### src/rtl/mux_arbiter_if.sv
// Handshake/bus bundle between the four requesters, the mux arbiter and the consumer.
interface mux_arbiter_if #(
    parameter int WIDTH = 16
);
    logic [3:0]         req;
    logic [3:0]         last;
    logic [4*WIDTH-1:0] din;
    logic [3:0]         gnt;
    logic [1:0]         sel;
    logic [WIDTH-1:0]   out_data;
    logic               out_valid;
    logic               out_ready;

    // master: producers/consumer side; slave: the arbiter itself
    modport master (
        output req, last, din, out_ready,
        input  gnt, sel, out_data, out_valid
    );

    modport slave (
        input  req, last, din, out_ready,
        output gnt, sel, out_data, out_valid
    );
endinterface

### src/rtl/mux_arbiter.sv
// Round-robin arbiter driving a shared 4-way data mux into a valid/ready output register.
// Optional per-grant beat limit: define MUX_ARB_HOLD_LIMIT_EN.
module mux_arbiter #(
    parameter int WIDTH    = 16,
    parameter int MAX_HOLD = 4
) (
    input  logic          clk,
    input  logic          rst_n,
    mux_arbiter_if.slave  bus
);
    localparam int NUM_LANES = 4;

    typedef enum logic {IDLE, GRANT} state_t;

    if (MAX_HOLD < 1 || MAX_HOLD > 7) begin : g_bad_hold
        $error("MAX_HOLD must be in 1..7");
    end

    state_t                         r_state;
    logic [1:0]                     r_ptr;
    logic [1:0]                     r_sel;
    logic [NUM_LANES-1:0]           r_gnt;
    logic [WIDTH-1:0]               r_out_data;
    logic                           r_out_valid;

    logic [NUM_LANES-1:0][WIDTH-1:0] w_lane;
    logic                           w_found;
    logic [1:0]                     w_pick;
    logic                           w_slot_free;
    logic                           w_req_sel;
    logic                           w_accept;
    logic                           w_hold_hit;
    logic                           w_release;

    assign w_lane = bus.din;

    // Search starts one past the last owner so the previous winner ends up lowest priority.
    always_comb begin
        w_found = 1'b0;
        w_pick  = r_ptr;
        for (int k = 1; k <= NUM_LANES; k++) begin
            if (!w_found && bus.req[r_ptr + 2'(k)]) begin
                w_found = 1'b1;
                w_pick  = r_ptr + 2'(k);
            end
        end
    end

    assign w_slot_free = !r_out_valid || bus.out_ready;
    assign w_req_sel   = bus.req[r_sel];
    assign w_accept    = (r_state == GRANT) && w_req_sel && w_slot_free;
    assign w_release   = (r_state == GRANT) &&
                         (!w_req_sel || (w_accept && (bus.last[r_sel] || w_hold_hit)));

`ifdef MUX_ARB_HOLD_LIMIT_EN
    logic [2:0] r_hold;

    assign w_hold_hit = (r_hold + 3'd1) == 3'(MAX_HOLD);

    always_ff @(posedge clk or negedge rst_n) begin
        if (!rst_n)
            r_hold <= 3'd0;
        else if (w_release)
            r_hold <= 3'd0;
        else if (w_accept)
            r_hold <= r_hold + 3'd1;
    end
`else
    assign w_hold_hit = 1'b0;
`endif

    always_ff @(posedge clk or negedge rst_n) begin
        if (!rst_n) begin
            r_state     <= IDLE;
            r_ptr       <= 2'd3;
            r_sel       <= 2'd0;
            r_gnt       <= '0;
            r_out_data  <= '0;
            r_out_valid <= 1'b0;
        end else begin
            // Output stage drains independently of arbitration state.
            if (w_accept) begin
                r_out_data  <= w_lane[r_sel];
                r_out_valid <= 1'b1;
            end else if (r_out_valid && bus.out_ready) begin
                r_out_valid <= 1'b0;
            end

            case (r_state)
                IDLE: begin
                    if (w_found) begin
                        r_gnt   <= 4'b0001 << w_pick;
                        r_sel   <= w_pick;
                        r_state <= GRANT;
                    end
                end
                GRANT: begin
                    if (w_release) begin
                        r_gnt   <= '0;
                        r_ptr   <= r_sel;
                        r_state <= IDLE;
                    end
                end
                default: r_state <= IDLE;
            endcase
        end
    end

    assign bus.gnt       = r_gnt;
    assign bus.sel       = r_sel;
    assign bus.out_data  = r_out_data;
    assign bus.out_valid = r_out_valid;
endmodule

### src/flat_wrapper.sv
// flat-port wrapper written by rule: the top's interface ports become plain ports
module mux_arbiter_flat 
#(
    parameter int WIDTH    = 16,
    parameter int MAX_HOLD = 4
)
  (clk, rst_n, bus_req, bus_last, bus_din, bus_out_ready, bus_gnt, bus_sel, bus_out_data, bus_out_valid);
  mux_arbiter_if #(.WIDTH(WIDTH)) bus_i ();
  input  logic clk;
  input  logic rst_n;
  input wire logic [$bits(bus_i.req)-1:0] bus_req;
  input wire logic [$bits(bus_i.last)-1:0] bus_last;
  input wire logic [$bits(bus_i.din)-1:0] bus_din;
  input wire logic [$bits(bus_i.out_ready)-1:0] bus_out_ready;
  output wire logic [$bits(bus_i.gnt)-1:0] bus_gnt;
  output wire logic [$bits(bus_i.sel)-1:0] bus_sel;
  output wire logic [$bits(bus_i.out_data)-1:0] bus_out_data;
  output wire logic [$bits(bus_i.out_valid)-1:0] bus_out_valid;
  assign bus_i.req = bus_req;
  assign bus_i.last = bus_last;
  assign bus_i.din = bus_din;
  assign bus_i.out_ready = bus_out_ready;
  assign bus_gnt = bus_i.gnt;
  assign bus_sel = bus_i.sel;
  assign bus_out_data = bus_i.out_data;
  assign bus_out_valid = bus_i.out_valid;
  mux_arbiter #(.WIDTH(WIDTH), .MAX_HOLD(MAX_HOLD)) u_core (.clk(clk), .rst_n(rst_n), .bus(bus_i));
endmodule
### config.mk
export PLATFORM = sky130hd
export DESIGN_NAME = mux_arbiter_flat
export DESIGN_NICKNAME = d
export VERILOG_FILES = /design/src/rtl/mux_arbiter_if.sv /design/src/rtl/mux_arbiter.sv /design/src/flat_wrapper.sv
export SDC_FILE = /design/constraint.sdc
export NUM_CORES = 1
export LEC_CHECK = 0
export CAP_MARGIN = 25
export CORE_UTILIZATION = 40
export CTS_CLUSTER_SIZE = 10
export DETAILED_ROUTE_END_ITERATION = 8
export GPL_TIMING_DRIVEN = 0
export PLACE_DENSITY = 0.93
export REMOVE_ABC_BUFFERS = 1
export SLEW_MARGIN = 10
export SYNTH_ARGS = -nofsm -noshare
export SYNTH_HDL_FRONTEND = slang
export SYNTH_SLANG_ARGS = --single-unit
### constraint.sdc
create_clock -name clk -period 4 [get_ports clk]
set_input_delay 1.2 -clock clk [delete_from_list [all_inputs] [get_ports clk]]
set_output_delay 1.2 -clock clk [all_outputs]
set_load 0.02 [all_outputs]
## Word level (Yosys, flattened, before mapping)

Cells that the tools add are included.

| cells by class | value |
|---|---|
| shift-type cells | 1 |
| multiply operators | 0 |
| order comparisons | 5 |
| multiplexer cells | 30 |
| equal/unequal tests | 2 |
| bitwise logic cells | 1 |
| divide/modulo/power cells | 0 |
| $add $sub $neg | 3 |
| reductions and logical operators | 19 |

Operators with widths:

| operator | count |
|---|---|
| binary-select mux 16 bit (select 2 bit) | 1 |
| 2-to-1 mux 16 bit | 1 |
| less-than comparator 2 x 3 -> 1 bit (second input constant) | 5 |
| 2-to-1 mux 1 bit | 14 |
| binary-select mux 1 bit (select 2 bit) | 6 |
| logical AND 1 bit | 8 |
| 2-to-1 mux 2 bit | 4 |
| 2-to-1 mux 4 bit | 2 |
| case mux 4 bit (2 select lines) | 1 |
| AND reduction 2 bit | 3 |
| zero test 1 bit | 5 |
| adder 2 bit (second input constant) | 2 |
| left shift 1 x 2 -> 4 bit (first input constant) | 1 |
| adder 2 x 1 -> 2 bit (second input constant) | 1 |
| logical OR 1 bit | 2 |
| != test 2 x 1 -> 1 bit (second input constant) | 1 |
| != test 2 bit (second input constant) | 1 |
| case mux 1 bit (2 select lines) | 1 |
| nonzero test 2 bit | 1 |
| inverter 1 bit | 1 |

| storage, ports and cells | value |
|---|---|
| bits in latches | 0 |
| word-level logic and storage cells | 67 |
| bits of input ports | 75 |
| ROM bits | 0 |
| output and inout bits | 23 |
| memories kept | 0 |
| bits in registers | 26 |
| bits in writable memories | 0 |

## Longest topological paths before layout

| logic depth | value |
|---|---|
| depth after elaboration | 16 |
| mapped depth | 6 |
| depth with buffers taken out | 5 |

## Worst setup path before layout

Ideal clock, no wire load.

| timing path | value |
|---|---|
| path type | input -> register |
| start | input bus_req[3] |
| end | register u_core.r_out_data[10] (netlist: u_core.bus.out_data[10]) |
| cell stages on the path | 4 |
| setup time | 0.125 ns |
| path buffers | 1 |
| data arrival time | 2.345 ns |
| slack | 1.529 ns |
| required time | 3.875 ns |
| path through | mux4_2 -> nand3_4 -> buf_8 -> mux2_4 |

| on the way | value |
|---|---|
| word-level cells in the longest chain between the ends | 4 |

Ends and longest elaborated chain:

| item | RTL line | source |
|---|---|---|
| from (decl) | flat_wrapper.sv:11 | `input wire logic [$bits(bus_i.req)-1:0] bus_req;` |
| binary-select mux 1 bit (select 2 bit) | mux_arbiter.sv:50 | `assign w_req_sel = bus.req[r_sel];` |
| 2-to-1 mux 1 bit (implied by the code) | mux_arbiter.sv:50 |  |
| logical AND 1 bit (2 in a row) | mux_arbiter.sv:51 | `assign w_accept = (r_state == GRANT) && w_req_sel && w_slot_free;` |
| to (signal assigned) | mux_arbiter.sv:83 | `r_out_data <= w_lane[r_sel];` |
| to (decl) | mux_arbiter.sv:23 | `logic [WIDTH-1:0] r_out_data;` |

Every way passes these cells. The select of a mux whose other input is x is not followed.
A chain may end at the register's enable or synchronous reset.

## Final worst setup path

| timing path | value |
|---|---|
| start | register u_core.r_sel[1] (netlist: u_core.bus.sel[1]) |
| end | output bus_sel[1] |

RTL lines:

| item | RTL line | source |
|---|---|---|
| from (decl) | mux_arbiter.sv:21 | `logic [1:0] r_sel;` |
| from (signal assigned) | mux_arbiter.sv:93 | `r_sel <= w_pick;` |
| to (decl) | flat_wrapper.sv:16 | `output wire logic [$bits(bus_i.sel)-1:0] bus_sel;` |

No word-level cell between the ends.

==> summary.md <==
| Metric | Value |
|---|---|
| Status | completed |
| Filler cell count | 249 |
| Number of DRC markers in iteration 0 | 32 |
| R2R setup slack | 1.48 ns |
| Yosys top cell area share | 0.374 |
| Most frequent cell after synthesis | dfrtp_1 |
| Max VDD drop | 0.000378 V |
| CP bufs+invs | 1 |
| Critical path depth | 1 |
| Worst Hold Class | reg2reg |
| Sequential share of power | 0.297 |
| TNS Setup | 0 ns |
| Share of cells above drive strength 1 | 0.234 |
| Kind of critical path | reg2out |
| Crit path DAT | 2.01 ns |
| Combinational power share | 0.623 |
| Most used DFF post-synth | dfrtp_1 |
| Routed Antenna Nets | 0 |
| Initial antenna violation count | 0 |
| # nets final | 281 |
| Synthesized instance count | 108 |
| Vias in the first global route | 1421 |
| Total area of sequential cells | 653 sq um |
| Placed cell areas | 2640 sq um |
| Post-CTS Setup Inserts | 0 |
| DIE HEIGHT | 65.4 um |
| Post-route cell area | 2690 sq um |
| Die Area | 4280 sq um |
| HP Start | u_core.bus.gnt[0] |
| Critical path's slowest cell | dfrtp_1 |
| Crit-path cells | clkdlybuf4s50_1 |
| Slew Viols, Final | 0 |
| Starting Density | 0.426 |
| Die W | 65.4 um |
| Final core occ | 0.713 |
| Dpl cells | 249 |
| Leakage | 1.08 nW |
| Antenna fix cells | 0 |
| Cts bufs inserted | 3 |
| Clk pin slew, worst setup/hold paths | 0.08 ns |
| Internal | 1.17 mW |
| CP Data Required Time | 2.80 ns |
| CTS Buffer Depth | 2 |
| DRC viols | 0 |
| #FFs+latches synth | 26 |
| Top cell type by total area after synthesis | dfrtp_1 |
| RSZ-0062 raised after global routing | no |
| TritonCTS clock tree | yes |
| CP Launch Point | u_core.bus.sel[1] |
| Cell Area, Synth | 1610 sq um |
| Switching Fraction | 0.376 |
| Synth Warn # | 0 |
| Routed vias | 1342 |
| Number of flops mapped to enable cells by yosys | 0 |
| FFs w/ async S/R, synth | 1.00 |
| Sequential cell area fraction in the yosys report | 0.406 |
| Worst-Skew Late Latency | 0.27 ns |
| Achievable Freq | 311 MHz |
| Cts hold-fix bufs | 0 |
| Worst r2r dst | u_core.bus.out_data[0] |
| Total track usage | 0.236 |
| Max Cap Viol | 0 |
| Top area cells in the synthesized netlist | dfrtp_1, mux4_2, mux2_4, mux2_2, dfstp_2 |
| Pwr Density | 700 nW/um^2 |
| Final period utilization | 0.803 |
| Clock power frac | 0.079 |
| First-pass GRT wire length | 7520 um |
| DP Wirelength | 3790 um |
| Delay-heaviest family, CP | flip-flops |
| WL/cell | 18.9 um |
| Post-cts resize count | 0 |
| Io pins | 98 |
| Pin count of the biggest net entering global routing | 23 |
| Endpoint class of the critical path | output pin |
| Final Hold Fails | 0 |
| Post-Layout Cell Count | 253 |
| Max-slew headroom | 0.358 |
| Synth Area per Inst | 14.9 sq um |
| Final GP Congestion | 0.771 |
| Core area | 3770 sq um |
| Yosys cell types | 32 |
| PortBufs | 97 |
| Final clock skew | 0.00261 ns |
| Startpoint Class | register |
| Sink Count | 26 |
| Period minus WS final | 3.21 ns |
| Post-DR vias/cell | 5.30 |
| Top post-synthesis cells by count | dfrtp_1, mux4_2, mux2_2, mux2_4 |
| CTS H-tree depth | 1 |
| Finish-stage setup viols | 0 |
| Switching power | 0.707 mW |
| Worst r2r src | u_core.bus.sel[1] |
| Layout area overhead | 67.2% |
| Grt ovf | 0 |
| Num rows | 22 |
| Area of the multi-input gates | 897 sq um |
| Initial DRT Pass Iterations | 4 |
| Worst-margin pin slew | 0.962 ns |
| Max incr delay on CP | 0.98 ns |
| Worst-path maximum fanout | 22 |
| R2r worst-path depth | 3 |
| Root Buffer Master | clkbuf_8 |
| Routed WL | 4790 um |
| Crit path capture | bus_sel[1] |
[power by group through the flow]
| stage | clock [mW] | combinational [mW] | sequential (mW) |
|---|---|---|---|
| after floorplan | 0 | 0.553 | 0.694 |
| after global placement | 0 | 1.08 | 0.582 |
| after detailed placement | 0 | 1.17 | 0.563 |
| after CTS | 0.154 | 1.18 | 0.557 |
| after global routing | 0.167 | 1.24 | 0.580 |
| final | 0.149 | 1.17 | 0.559 |
[area by class of cell]
cell class              count  share of cell area
repair buffers             99               0.382
multi-input cells          74               0.334
flip-flops and latches     26               0.243
well taps                  48              0.0223
clock buffers               4              0.0168
inverters                   2             0.00279
[cell families after synthesis]
group           share of synthesized area
compound gates                     0.0661
buf+inv                            0.0358
simple gates                       0.0833
mux                                 0.409
flops                               0.406
[metal layers]
layer | wire length [um] | part of all wire | vias to the layer above | global-route usage
li1 | - | - | 615 | -
met4 | 48 | 0.010 | 0 | 0.0652
met1 | 1920 | 0.40 | 667 | 0.293
met5 | 0 | 0 | - | 0
met2 | 2430 | 0.51 | 56 | 0.420
met3 | 398 | 0.083 | 4 | 0.0399
[worst min-delay path by stage]
stage / endpoint / slack, ns / cells after the start
2_1_floorplan: u_core.bus.out_valid / 0.59 / 2
3_3_place_gp: u_core.bus.gnt[0] / 0.47 / 1
6_report: u_core.bus.gnt[0] / 0.49 / 1
5_1_grt: u_core.bus.gnt[0] / 0.53 / 1
3_5_place_dp: u_core.bus.gnt[0] / 0.48 / 1
4_1_cts: u_core.bus.gnt[0] / 0.50 / 1
[flip-flops by register name, summed over array words and instances, names as in the netlist]
register              count
u_core.r_state            1
u_core.bus.gnt            4
u_core.r_ptr              2
u_core.bus.out_data      16
u_core.bus.out_valid      1
u_core.bus.sel            2
[stage by stage]
step	power, mW	setup WS [ns]	hold WS (ns)
5_1_grt	1.99	0.724	0.535
3_3_place_gp	1.66	0.862	0.472
6_report	1.88	0.786	0.494
2_1_floorplan	1.25	1.53	0.594
3_5_place_dp	1.73	0.890	0.478
4_1_cts	1.90	0.808	0.498
[cell usage in the layout, fill, tap and decap left out]
cell type / n
o21a_1: 1
o211a_1: 1
a31oi_4: 1
mux2_4: 10
a32o_1: 1
nor2_1: 5
and3_2: 1
a41o_2: 1
nand3_1: 5
mux4_2: 17
dfrtp_1: 24
buf_16: 2
inv_1: 2
clkdlybuf4s50_1: 97
nand2b_1: 1
dfstp_2: 2
nand2_1: 5
o21ai_0: 3
nor2b_1: 3
clkbuf_1: 1
o31a_1: 1
mux2_1: 1
a21oi_1: 1
nor4_1: 1
a2bb2o_1: 1
mux2_2: 10
clkbuf_8: 3
nand3b_1: 2
nand3_4: 1
o31ai_1: 1
No activity file was read; power rests on OpenSTA's default activity.
